**src/rtl/ahb_intc_pkg.sv**
```systemverilog
// AHB interrupt controller shared definitions.
// Bus constants, register map and data-phase bundle.
package ahb_intc_pkg;

  localparam logic [1:0] HTRANS_IDLE   = 2'b00;
  localparam logic [1:0] HTRANS_BUSY   = 2'b01;
  localparam logic [1:0] HTRANS_NONSEQ = 2'b10;
  localparam logic [1:0] HTRANS_SEQ    = 2'b11;

  localparam logic [2:0] HBURST_SINGLE = 3'b000;
  localparam logic [2:0] HSIZE_WORD    = 3'b010;

  localparam logic [4:0] OFF_ENABLE   = 5'h00;
  localparam logic [4:0] OFF_PENDING  = 5'h04;
  localparam logic [4:0] OFF_TRIGGER  = 5'h08;
  localparam logic [4:0] OFF_CLAIM    = 5'h0C;
  localparam logic [4:0] OFF_COMPLETE = 5'h10;
  localparam logic [4:0] OFF_INSVC    = 5'h14;

  localparam int NUM_SRC_DEF = 8;

  typedef struct packed {
    logic       valid;
    logic       write;
    logic [4:0] off;
  } dphase_t;

endpackage

```
**src/rtl/intc_prio_enc.sv**
```systemverilog
// Lowest-index priority encoder.
// Picks the smallest set bit of the request vector.
module intc_prio_enc #(
  parameter int N = 8
) (
  input  logic [N-1:0] i_req,
  output logic         o_valid,
  output logic [4:0]   o_id
);

  // scan from the top so the lowest set index is written last
  always_comb begin
    o_valid = |i_req;
    o_id    = '0;
    for (int i = N - 1; i >= 0; i--) begin
      if (i_req[i]) o_id = 5'(i);
    end
  end

endmodule

```
**src/rtl/ahb_intc.sv**
```systemverilog
// AHB-Lite interrupt controller, zero wait state.
// Edge/level sources, claim/complete, registered irq.
module ahb_intc
  import ahb_intc_pkg::*;
#(
  parameter int AWIDTH  = 32,
  parameter int DWIDTH  = 32,
  parameter int NUM_SRC = NUM_SRC_DEF
) (
  input  logic              hclk,
  input  logic              hresetn,
  input  logic              hsel_i,
  input  logic              hwrite_i,
  input  logic              hready_i,
  input  logic [2:0]        hsize_i,
  input  logic [2:0]        hburst_i,
  input  logic [1:0]        htrans_i,
  input  logic [AWIDTH-1:0] haddr_i,
  input  logic [DWIDTH-1:0] hwdata_i,
  output logic              hreadyout_o,
  output logic              hresp_o,
  output logic [DWIDTH-1:0] hrdata_o,
  input  logic [NUM_SRC-1:0] irq_src_i,
  output logic              irq_o
);

  dphase_t r_dp;

  logic [NUM_SRC-1:0] r_enable;
  logic [NUM_SRC-1:0] r_trigger;
  logic [NUM_SRC-1:0] r_epend;
  logic [NUM_SRC-1:0] r_insvc;
  logic [NUM_SRC-1:0] r_src_q;
  logic [NUM_SRC-1:0] r_src_prev;
  logic               r_irq;

  logic               w_accept;
  logic               w_wr;
  logic               w_rd;
  logic               w_claim;
  logic               w_complete;
  logic [NUM_SRC-1:0] w_rise;
  logic [NUM_SRC-1:0] w_pend;
  logic [NUM_SRC-1:0] w_claimable;
  logic [NUM_SRC-1:0] w_pclr;
  logic [NUM_SRC-1:0] w_clm_set;
  logic [NUM_SRC-1:0] w_cmp_clr;
  logic [NUM_SRC-1:0] w_epend_nxt;
  logic [NUM_SRC-1:0] w_insvc_nxt;
  logic               w_win_vld;
  logic [4:0]         w_win_id;
  logic               w_unused;

  assign w_unused = ^{hsize_i, hburst_i, haddr_i[AWIDTH-1:5]};

  assign hreadyout_o = 1'b1;
  assign hresp_o     = 1'b0;
  assign irq_o       = r_irq;

  assign w_accept = hsel_i & hready_i & (htrans_i == HTRANS_NONSEQ);
  assign w_wr     = r_dp.valid & r_dp.write;
  assign w_rd     = r_dp.valid & ~r_dp.write;
  assign w_claim  = w_rd & (r_dp.off == OFF_CLAIM);
  assign w_complete = w_wr & (r_dp.off == OFF_COMPLETE);

  assign w_rise      = r_src_q & ~r_src_prev;
  assign w_pend      = (r_trigger & r_epend) | (~r_trigger & r_src_q);
  assign w_claimable = w_pend & r_enable & ~r_insvc;

  intc_prio_enc #(.N(NUM_SRC)) u_enc (
    .i_req   (w_claimable),
    .o_valid (w_win_vld),
    .o_id    (w_win_id)
  );

  // per-source clear masks from the current data phase
  always_comb begin
    w_pclr    = '0;
    w_clm_set = '0;
    w_cmp_clr = '0;
    if (w_wr && r_dp.off == OFF_PENDING) w_pclr = hwdata_i[NUM_SRC-1:0];
    for (int i = 0; i < NUM_SRC; i++) begin
      w_clm_set[i] = w_claim & w_win_vld & (w_win_id == 5'(i));
      w_cmp_clr[i] = w_complete & (hwdata_i == DWIDTH'(i + 1));
    end
  end

  // edge pending: a new rise beats any clear in the same cycle
  assign w_epend_nxt = r_trigger &
    (w_rise | (r_epend & ~w_pclr & ~w_clm_set));

  assign w_insvc_nxt = (r_insvc & ~w_cmp_clr) | w_clm_set;

  // capture the address phase for the following data phase
  always_ff @(posedge hclk or negedge hresetn) begin
    if (!hresetn) begin
      r_dp <= '0;
    end else if (hready_i) begin
      r_dp.valid <= w_accept;
      r_dp.write <= hwrite_i;
      r_dp.off   <= haddr_i[4:0];
    end
  end

  // software-written configuration registers
  always_ff @(posedge hclk or negedge hresetn) begin
    if (!hresetn) begin
      r_enable  <= '0;
      r_trigger <= '0;
    end else if (w_wr) begin
      if (r_dp.off == OFF_ENABLE)  r_enable  <= hwdata_i[NUM_SRC-1:0];
      if (r_dp.off == OFF_TRIGGER) r_trigger <= hwdata_i[NUM_SRC-1:0];
    end
  end

  // source sampling, edge history and interrupt state
  always_ff @(posedge hclk or negedge hresetn) begin
    if (!hresetn) begin
      r_src_q    <= '0;
      r_src_prev <= '0;
      r_epend    <= '0;
      r_insvc    <= '0;
      r_irq      <= 1'b0;
    end else begin
      r_src_q    <= irq_src_i;
      r_src_prev <= r_src_q;
      r_epend    <= w_epend_nxt;
      r_insvc    <= w_insvc_nxt;
      r_irq      <= |w_claimable;
    end
  end

  // read mux, driven only during a read data phase
  always_comb begin
    hrdata_o = '0;
    if (w_rd) begin
      case (r_dp.off)
        OFF_ENABLE:  hrdata_o = DWIDTH'(r_enable);
        OFF_PENDING: hrdata_o = DWIDTH'(w_pend);
        OFF_TRIGGER: hrdata_o = DWIDTH'(r_trigger);
        OFF_CLAIM:   hrdata_o = w_win_vld ? DWIDTH'(w_win_id + 5'd1) : '0;
        OFF_INSVC:   hrdata_o = DWIDTH'(r_insvc);
        default:     hrdata_o = '0;
      endcase
    end
  end

endmodule

```
**config.mk**
```make
export PLATFORM = sky130hd
export DESIGN_NAME = ahb_intc
export DESIGN_NICKNAME = d
export VERILOG_FILES = /design/src/rtl/ahb_intc_pkg.sv /design/src/rtl/intc_prio_enc.sv /design/src/rtl/ahb_intc.sv
export SDC_FILE = /design/constraint.sdc
export NUM_CORES = 1
export LEC_CHECK = 0
export ABC_CLOCK_PERIOD_IN_PS = 3070
export CAP_MARGIN = 20
export CORE_ASPECT_RATIO = 1.1
export CORE_MARGIN = 2
export CORE_UTILIZATION = 30
export DETAILED_ROUTE_END_ITERATION = 10
export GPL_ROUTABILITY_DRIVEN = 0
export PLACE_DENSITY_LB_ADDON = 0.3
export SYNTH_ARGS = -nofsm -noshare
export SYNTH_HDL_FRONTEND = slang
export SYNTH_SLANG_ARGS = --single-unit
```
**constraint.sdc**
```tcl
create_clock -name hclk -period 3.07 [get_ports hclk]
set_input_delay 0.4605 -clock hclk [delete_from_list [all_inputs] [get_ports hclk]]
set_output_delay 0.4605 -clock hclk [all_outputs]
set_load 0.005 [all_outputs]
```
==> flow_metrics.env <==
export IMPL_first_pass_iters=4
export IMPL_cts_tree="done"
export IMPL_ys_types=54
export IMPL_port_buffers=60
export IMPL_critPathRequiredTime_ns=2.61
export IMPL_p_seq_frac=0.475
export IMPL_powerDensity_mw_per_mm2=397.0
export IMPL_finalSetupViolations=0
export IMPL_yosys_area_top_type="dfrtp_1"
export IMPL_antenna_cells=0
export IMPL_switchingPower_uw=459.1
export IMPL_critPathLaunchType="flop"
export IMPL_fin_crit_ns=3.011
export IMPL_path_class="flop to output pin"
export IMPL_status="finished clean"
export IMPL_netlist_top_cells_area="dfrtp_1 45%, mux2_2 7.9%, buf_4 6.2%"
export IMPL_clk_latency_ns=0.29
export IMPL_max_slew_margin=0.6410
export IMPL_cts_sinks=56
export IMPL_die_y_um=111.3
export IMPL_grt_remaining_overflow=0
export IMPL_drc=0
export IMPL_synthCells=306
export IMPL_grt_pass1_vias=2808
export IMPL_io_pins=120
export IMPL_worst_pin_slew_ns=0.5369
export IMPL_clockBufferDepth=2
export IMPL_worstPathMaxFanout=2
export IMPL_critPathCaptureType="output pin"
export IMPL_drive_above_1_share=0.2738
export IMPL_synthToLayoutAreaGrowth_pct=41.87
export IMPL_yosysSeqAreaShare=0.4466
export IMPL_die_x_um=101.5
export IMPL_synth_edf_count=0
export IMPL_rows=39
export IMPL_dr_total_vias=2786
export IMPL_clkTransAtPathRegs_ns=0.07
export IMPL_h_tree_depth=2
export IMPL_place_area_sq_mm=0.004163
export IMPL_avgViaCountPerCell=4.948
export IMPL_slew_violations=0
export IMPL_coreArea_sq_mm=0.01030
export IMPL_arrival_ns=2.55
export IMPL_yosys_warnings=0
export IMPL_grt_setup_unrepaired="no"
export IMPL_dieArea_sq_mm=0.01130
export IMPL_cts_buffers=5
export IMPL_ys_seq_elements=56
export IMPL_final_area_sq_mm=0.004452
export IMPL_detail_route_iter0_violations=156
export IMPL_syn_area_sq_mm=0.003138
export IMPL_syn_mean_instance_area_sq_um=10.25
export IMPL_root_buffer="clkbuf_16"
export IMPL_hpwl_um=6729
export IMPL_initial_utilization=0.3048
export IMPL_p_leak_nw=1.837
export IMPL_yosysTopAreaCellShare=0.4466
export IMPL_max_cap_violations=0
export IMPL_place_ws_ns=-0.06549
export IMPL_wl_um=9056
export IMPL_globalRouteTotalUtil=0.1638
export IMPL_clkPwrFrac=0.305
export IMPL_antenna_found_initial=0
export IMPL_peakVddDrop_v=0.0001856
export IMPL_ys_async_sr_fraction=1.000
export IMPL_grt_pass1_wl_um=14260
export IMPL_netSwitchingFraction=0.2597
export IMPL_synthFlopType="dfrtp_1"
export IMPL_nets=509
export IMPL_avgRoutedWirePerCell_um=16.09
export IMPL_most_common_layout_cells="56 x dfrtp_1, 55 x clkdlybuf4s50_1, 53 x buf_4, 29 x nand2_1, 26 x conb_1"
export IMPL_skew_ns=0.006740
export IMPL_min_path_type="input port to asynchronous set/reset pin"
export IMPL_layout_commonest_cell="dfrtp_1"
export IMPL_hold_violations=0
export IMPL_setup_ws_ns=0.05889
export IMPL_grt_max_degree=49
export IMPL_fin_crit_sh=0.9808
export IMPL_comb_power_share=0.220
export IMPL_p_int_mw=1.308
export IMPL_fmax_mhz=332.1
export IMPL_postRouteAntennaNets=0
## through the flow
step / hold WS, ns / util / TNS [ns] / instances / total power, mW
after floorplan: 0.1649 / - / 0 / 330 / 1.018
after global placement: 0.3835 / 0.4043 / -0.1343 / 550 / 1.187
after detailed placement: 0.3877 / 0.4043 / -0.1506 / 550 / 1.195
after CTS: 0.4038 / 0.4228 / 0 / 559 / 1.760
after global routing: 0.1477 / 0.4324 / 0 / 563 / 1.852
final: 0.1211 / 0.4324 / 0 / 563 / 1.767
## per-layer routing
metal,GRT usage,part of all wire,vias up
li1,-,-,1306
met1,0.2029,0.40,1338
met2,0.2789,0.50,123
met3,0.03279,0.069,19
met4,0.05676,0.028,0
met5,0,0,-
## cell usage after synthesis, drive strengths merged, types with 2 or more instances
cell type,instances
a211oi,2
a21o,2
a21oi,3
a221o,2
a22oi,7
a2bb2oi,2
a31o,3
a31oi,4
a32oi,4
a41oi,5
and3,8
buf,29
clkbuf,3
conb,2
dfrtp,56
ha,4
inv,11
mux2,22
mux2i,4
nand2,29
nand2b,7
nand3,5
nand3b,7
nor2,9
nor2b,12
nor3,9
nor4,5
o211ai,2
o21ai,16
o22ai,2
o2bb2ai,4
o31ai,5
or3,3
or4,6
## logic make-up after synthesis
kind of cell	after synthesis	share of synthesized area
adders and majority gates	4	0.01595
AOI/OAI and AO/OA	69	0.1711
other	2	0.002393
DFF	56	0.4466
muxes	26	0.09171
and+or+nand+nor	106	0.1890
buffers and inverters	43	0.08333
## repair_timing
action                     in CTS  in global routing
buffers inserted                2                  3
pin swaps                       6                  6
setup endpoints to repair       4                  4
hold buffers                    0                  0
gates resized for setup        16                 15
## power by group through the flow
stage / clock network [mW] / logic (mW) / registers (mW)
6_report: 0.539 / 0.388 / 0.840
5_1_grt: 0.585 / 0.418 / 0.849
4_1_cts: 0.564 / 0.360 / 0.836
3_5_place_dp: 0 / 0.344 / 0.851
3_3_place_gp: 0 / 0.339 / 0.848
2_1_floorplan: 0 / 0.174 / 0.845
## critical path, cell delays in order, from the launching register on
cell and delay (ns):
dfrtp_1 0.39, mux2_4 0.32, a211oi_2 0.25, buf_4 0.16, o221ai_2 0.10, a21o_1 0.21
ha_1 0.29, nand3b_1 0.17, a41oi_2 0.22, buf_2 0.14
## final cells by class
| cell class | count | area, sq um |
|---|---|---|
| fillers | 983 | 5844 |
| multi-input cells | 231 | 1669 |
| flip-flops and latches | 56 | 1401 |
| repair buffers | 115 | 1027 |
| well taps | 143 | 178.9 |
| clock buffers | 6 | 128.9 |
| inverters | 11 | 41.29 |
| clock inverters | 1 | 5.005 |
## final timing paths
path	start	to	slack, ns	cells after the start
max in group asynchronous	hresetn	r_insvc[5]	2.43	2
worst min-delay path	hresetn	r_insvc[6]	0.12	1
worst min register to register	r_src_q[4]	r_src_prev[4]	0.41	0
worst max-delay path	r_trigger[6]	hrdata_o[1]	0.06	9
worst max register to register	r_trigger[6]	r_insvc[1]	0.77	10
min in group hclk	r_src_q[4]	r_src_prev[4]	0.41	0
## flip-flops by register name, summed over array words and instances (netlist names)
register	cells
r_dp	7
r_src_prev	8
r_enable	8
r_insvc	8
r_src_q	8
r_epend	8
r_trigger	8
irq_o	1
Note: power is estimated with default switching activity, not from simulation.
